## src/rtl/wb_queue.sv

```systemverilog
// In-order write-back queue merging two producers into one register-file write port,
// with read-after-write pending lookup. Define WBQ_FORWARD_EN to add youngest-match forwarding outputs.
module wb_queue #(
  parameter int DATA_WIDTH = 32,
  parameter int REG_WIDTH  = 5,
  parameter int DEPTH      = 4
) (
  input  logic                      i_clk,
  input  logic                      i_rst,
  input  logic                      i_valid_A,
  input  logic [REG_WIDTH-1:0]      i_reg_A,
  input  logic [DATA_WIDTH-1:0]     i_data_A,
  output logic                      o_ready_A,
  input  logic                      i_valid_B,
  input  logic [REG_WIDTH-1:0]      i_reg_B,
  input  logic [DATA_WIDTH-1:0]     i_data_B,
  output logic                      o_ready_B,
  output logic                      o_we,
  output logic [REG_WIDTH-1:0]      o_wr_reg,
  output logic [DATA_WIDTH-1:0]     o_wr_data,
  input  logic [REG_WIDTH-1:0]      i_rd_reg_A,
  output logic                      o_pend_A,
  input  logic [REG_WIDTH-1:0]      i_rd_reg_B,
  output logic                      o_pend_B,
  output logic [$clog2(DEPTH):0]    o_count
`ifdef WBQ_FORWARD_EN
  ,
  output logic [DATA_WIDTH-1:0]     o_fwd_data_A,
  output logic [DATA_WIDTH-1:0]     o_fwd_data_B
`endif
);

  localparam int PW = $clog2(DEPTH);
  localparam int CW = PW + 1;

  logic [REG_WIDTH-1:0]  mem_reg  [DEPTH];
  logic [DATA_WIDTH-1:0] mem_data [DEPTH];
  logic [PW-1:0]         wr_ptr, rd_ptr, wr_ptr_b;
  logic [CW-1:0]         count, free;
  logic                  push_A, push_B, pop;

  // Free space uses the registered count only; a same-cycle pop is not credited.
  assign free      = CW'(DEPTH) - count;
  assign o_ready_A = (free >= CW'(1));
  assign o_ready_B = (free >= CW'(2)) | ((free == CW'(1)) & ~i_valid_A);

  // Register 0 completes the handshake but never occupies a slot.
  assign push_A   = i_valid_A & o_ready_A & (i_reg_A != '0);
  assign push_B   = i_valid_B & o_ready_B & (i_reg_B != '0);
  assign pop      = (count != '0);
  assign wr_ptr_b = wr_ptr + PW'(push_A);

  always_ff @(posedge i_clk) begin
    if (i_rst) begin
      wr_ptr <= '0;
      rd_ptr <= '0;
      count  <= '0;
    end else begin
      if (push_A) begin
        mem_reg[wr_ptr]  <= i_reg_A;
        mem_data[wr_ptr] <= i_data_A;
      end
      if (push_B) begin
        mem_reg[wr_ptr_b]  <= i_reg_B;
        mem_data[wr_ptr_b] <= i_data_B;
      end
      wr_ptr <= wr_ptr + PW'(push_A) + PW'(push_B);
      if (pop) rd_ptr <= rd_ptr + PW'(1);
      count <= count + CW'(push_A) + CW'(push_B) - CW'(pop);
    end
  end

  assign o_we      = pop;
  assign o_wr_reg  = pop ? mem_reg[rd_ptr]  : '0;
  assign o_wr_data = pop ? mem_data[rd_ptr] : '0;
  assign o_count   = count;

  // Scan oldest to youngest so the last match seen is the youngest.
  always_comb begin
    logic [PW-1:0] idx;
    logic          occ;
    o_pend_A = 1'b0;
    o_pend_B = 1'b0;
`ifdef WBQ_FORWARD_EN
    o_fwd_data_A = '0;
    o_fwd_data_B = '0;
`endif
    for (int k = 0; k < DEPTH; k++) begin
      idx = rd_ptr + PW'(k);
      occ = (CW'(k) < count);
      if (occ && (mem_reg[idx] == i_rd_reg_A) && (i_rd_reg_A != '0)) begin
        o_pend_A = 1'b1;
`ifdef WBQ_FORWARD_EN
        o_fwd_data_A = mem_data[idx];
`endif
      end
      if (occ && (mem_reg[idx] == i_rd_reg_B) && (i_rd_reg_B != '0)) begin
        o_pend_B = 1'b1;
`ifdef WBQ_FORWARD_EN
        o_fwd_data_B = mem_data[idx];
`endif
      end
    end
  end

endmodule

```

## config.mk

```make
export PLATFORM = sky130hd
export DESIGN_NAME = wb_queue
export DESIGN_NICKNAME = d
export VERILOG_FILES = /design/src/rtl/wb_queue.sv
export SDC_FILE = /design/constraint.sdc
export NUM_CORES = 1
export LEC_CHECK = 0
export BUFFER_PORTS_ARGS = -buffer_cell sky130_fd_sc_hd__buf_2
export CAP_MARGIN = 20
export CORE_UTILIZATION = 57
export DETAILED_ROUTE_END_ITERATION = 12
export PLACE_DENSITY_LB_ADDON = 0.2
export SLEW_MARGIN = 10
export SYNTH_ARGS = -nofsm -noshare
export SYNTH_HDL_FRONTEND = slang
export SYNTH_SLANG_ARGS = --single-unit
```

## constraint.sdc

```tcl
create_clock -name i_clk -period 6.4 [get_ports i_clk]
set_input_delay 1.6 -clock i_clk [delete_from_list [all_inputs] [get_ports i_clk]]
set_output_delay 1.6 -clock i_clk [all_outputs]
set_load 0.1 [all_outputs]
```

; Word-level counts from Yosys, hierarchy flattened
; Memories as Yosys holds them, arrays and structs flattened. A register that Yosys moved wholly into a read port is not among the register bits.
; Index checks and enable logic that the tools add are counted.
[classes]
eq_ne = 9
n_lt_le_gt_ge = 6
n_mux = 20
reduce_logical = 21
n_addsub = 9
bitwise_logic = 7
[op_table]
columns = cell, n
row1 = $eq 5x5->1, 8
row2 = $mux 32, 1
row3 = $reduce_bool 5->1, 4
row4 = $logic_and 1x1->1, 16
row5 = $mux 1, 14
row6 = $mux 2, 4
row7 = $add 3x1->3, 2
row8 = $lt 1x3->1 const A, 2
row9 = $lt 2x3->1 const A, 2
row10 = $and 1x1->1, 5
row11 = $mux 5, 1
row12 = $add 2x1->2, 2
row13 = $add 2x2->2 const B, 2
row14 = $eq 3x1->1 const B, 1
row15 = $ge 3x1->1 const B, 1
row16 = $ge 3x2->1 const B, 1
row17 = $reduce_bool 3->1, 1
row18 = $sub 3x1->3, 1
row19 = $sub 3x3->3 const A, 1
row20 = $add 2x1->2 const B, 1
row21 = $not 1->1, 1
row22 = $or 1x1->1, 1
[word_totals]
word_cells = 77
n_memories = 2
output_inout_bits = 45
ram_bits = 148
register_bits = 7
input_bits = 88
[memory_table]
columns = name, words, word_bits, read_ports, rd_clocked_by_memory_dff, write_ports, line_no
row1 = mem_data, 4, 32, 1, 1, 2, 37  ; logic [DATA_WIDTH-1:0] mem_data [DEPTH];
row2 = mem_reg, 4, 5, 4, 1, 2, 36  ; logic [REG_WIDTH-1:0] mem_reg [DEPTH];

; Logic depth before layout (Yosys ltp)
[logic_depth]
ltp_word = 9
ltp_mapped = 13

; Worst setup path before layout
; Ideal clock, no wire load.
[synth_timing]
path_type = flip-flop to flip-flop
startpoint = reg count[0], in the netlist o_count[0]
endpoint = mem mem_data[2][0], enable pin
period_less_slack_ns = 5.638
setup_ns = 0.436
t_arrival_ns = 5.202
path_buffers = 2
slack_ns = 0.762
path_stages_with_launch = 14
cell_sequence = dfxtp_1 inv_1 ha_1 ha_1 nand2b_1 or3_1 o211ai_1 inv_1 ha_1 nor3_2 nand2_2 buf_6 buf_12 o21ai_1
[synth_rtl]
columns = item, line_no
row1 = from (decl), 39  ; logic [CW-1:0] count, free;
row2 = from (signal assigned), 69  ; count <= count + CW'(push_A) + CW'(push_B) - CW'(pop);
row3 = to (decl), 37

==> reports/qor.csv <==
metric,value,unit
status,"finished, final reports clean",
final slew viol count,0,
Worst EP arrival,3300,ps
CTS root buf,clkbuf_16,
area post-placement,9711,sq um
area of the core,15310,sq um
Largest register FFs,128,
die height,127.7,um
post-cts gate resize count,0,
DP Worst Slack,1454,ps
DR DRC count,0,
DRT antenna net count,0,
slowest CP cell,dfxtp_2,
Syn Inst Count,557,
Post-DP HPWL,12440,um
Tmin final,4905,ps
vias in the first global route,5598,
number of synthesized flops with an enable pin,148,
first-pass GRT wire length,30120,um
most frequent cells in the layout,"edfxtp_1, buf_2, mux2_1",
CTS H-tree lvls,4,
die width,127.7,um
number of fill cells,1095,
cts hold-fix bufs,0,
Hold WC Path Type,reg2reg,
Netlist cell types,42,
initial antenna violation count,1,
# IOs,133,
ys async rst share,0,
GPL Wtd Cong,0.8855,
Final Setup Violations,0,
CTS tree,yes,
clock latency on the worst-skew pair,420,ps
number of synthesized register bits,157,
Area contributors post-synth,"edfxtp_1, mux4_2, mux2_1, mux2_2, mux2_4",
cell area after synthesis,9002,sq um
Worst-path clk slew,60,ps
DRT iter0 DRCs,305,
CP max FO,37,
RSZ-0062 raised after global routing,false,
Final Worst Setup Slack,1495,ps
row cnt,45,
MaxCap Viol Count,0,
final setup skew,10.47,ps
total CTS buffers,17,
Max Freq,0.2039,GHz
crit path cell chain,"mux4_2, xor2_1, nor4_1, and3_1, a31oi_1, a21oi_1, buf_2",
CP endpoint kind,output port,
Starting Density,0.5878,
startpoint types,flop,
Synth area leader,edfxtp_1,
relative slew slack,0.2663,
Final Hold Viols,0,
drt first pass iters,4,
fin nets,773,
Avg WL per Cell,21.65,um
setup TNS,0,ps
Post-CTS Setup Inserts,0,
total gr overflow,0,
Slew @ Worst Pin,1101,ps
largest net degree at the start of global routing,38,
CP Data Required Time,4800,ps
syn nets,656,
dominant synthesized flop cell,edfxtp_1,
Tot GR Track Use,0.2536,
routed vias,5324,
Critical Path Max Stage Delay,1060,ps
synth warn,0,
Final Cell Area,10330,sq um
P&R area growth vs syn,14.75,%
"commonest non-fill, non-tap cell in the layout",edfxtp_1,
# clock sinks,157,
Die ar.,16300,sq um
final wirelength,19490,um
sequential fraction of the synthesis area,0.5137,
syn_area_per_cell,16.16,sq um
vias per cell,5.916,
share of layout cells above drive strength 1,0.4396,
IO Port Bufs,132,
CP Class,reg2out,
Final period util,0.7663,
Longest Clk Path Bufs,2,
area share of the leading cell type in the synthesized netlist,0.4937,
[worst max-delay path: cells and delay by family (launching register included)]
family / cells / cell delay, ps
simple gates: 2 / 540
compound gates: 2 / 180
flops: 1 / 1060
buf+inv: 1 / 440
mux: 1 / 480
xor+xnor: 1 / 180
[kinds of logic (layout without fill, tap and decap cells)]
logic type / after synthesis / count (layout) / share of synthesized area
other: 0 / 2 / 0
AO/OA/AOI/OAI: 13 / 13 / 0.01070
AND/OR/NAND/NOR: 79 / 79 / 0.05365
XOR/XNOR: 45 / 45 / 0.04378
buffers and inverters: 52 / 182 / 0.03808
flip-flops: 157 / 157 / 0.5137
adder cells (fa/ha/maj): 11 / 11 / 0.01696
multiplexers: 200 / 200 / 0.3231
[cell type report]
cell class | count | area, sq um | area share
repair buffers | 140 | 720.7 | 0.06977
inverters | 10 | 37.54 | 0.003634
diodes | 2 | 5.005 | 0.0004845
clock inverters | 8 | 142.6 | 0.01381
well taps | 211 | 264.0 | 0.02556
clock buffers | 24 | 471.7 | 0.04566
flip-flops and latches | 157 | 4627 | 0.4479
multi-input cells | 348 | 4061 | 0.3932
[metal layers]
layer | routed length, um | share of wire | GRT usage
met1 | 8155 | 0.42 | 0.3169
met2 | 9872 | 0.51 | 0.4323
met3 | 1064 | 0.055 | 0.05760
met4 | 396 | 0.020 | 0.09896
met5 | 0 | 0 | 0
[metrics by stage]
stage / util / hold WS [ps] / std cells
after CTS: 0.6742 / 779.1 / 898
after detailed placement: 0.6341 / 761.0 / 866
after floorplan: - / 713.6 / 557
final: 0.6745 / 773.0 / 900
after global placement: 0.6341 / 751.7 / 866
after global routing: 0.6742 / 847.5 / 898
[cells in the mapped netlist (2+ instances only)]
cell type  instances
a21oi_1            3
a31oi_1            4
and2_1            37
and3_1             2
buf_1              2
buf_12             2
buf_2              5
buf_4              4
buf_6             11
clkbuf_1          17
dfxtp_1            9
edfxtp_1         148
fa_1               2
ha_1               9
inv_1             10
mux2_1            79
mux2_2            50
mux2_4            19
mux4_2            52
nand2_1            4
nand3_2            2
nand4_1            2
nor2_1             8
nor2b_1            3
nor3_1             5
nor4_1             6
o21ai_1            2
or4_1              3
xnor2_1           17
xor2_1            28
[path summary, 6_finish.rpt]
kind              start              end  slack (ps)  cells past startpoint
max reg2reg  o_count[0]  mem_data[2][27]        2400                     12
min reg2reg  o_count[2]       o_count[2]         770                      4
max                flop         o_pend_B        1500                      7
min          o_count[2]       o_count[2]         770                      4
Power is left out: the tool's default activity adds up to more than one toggle a clock period on the data nets, which glitch-free logic cannot reach.
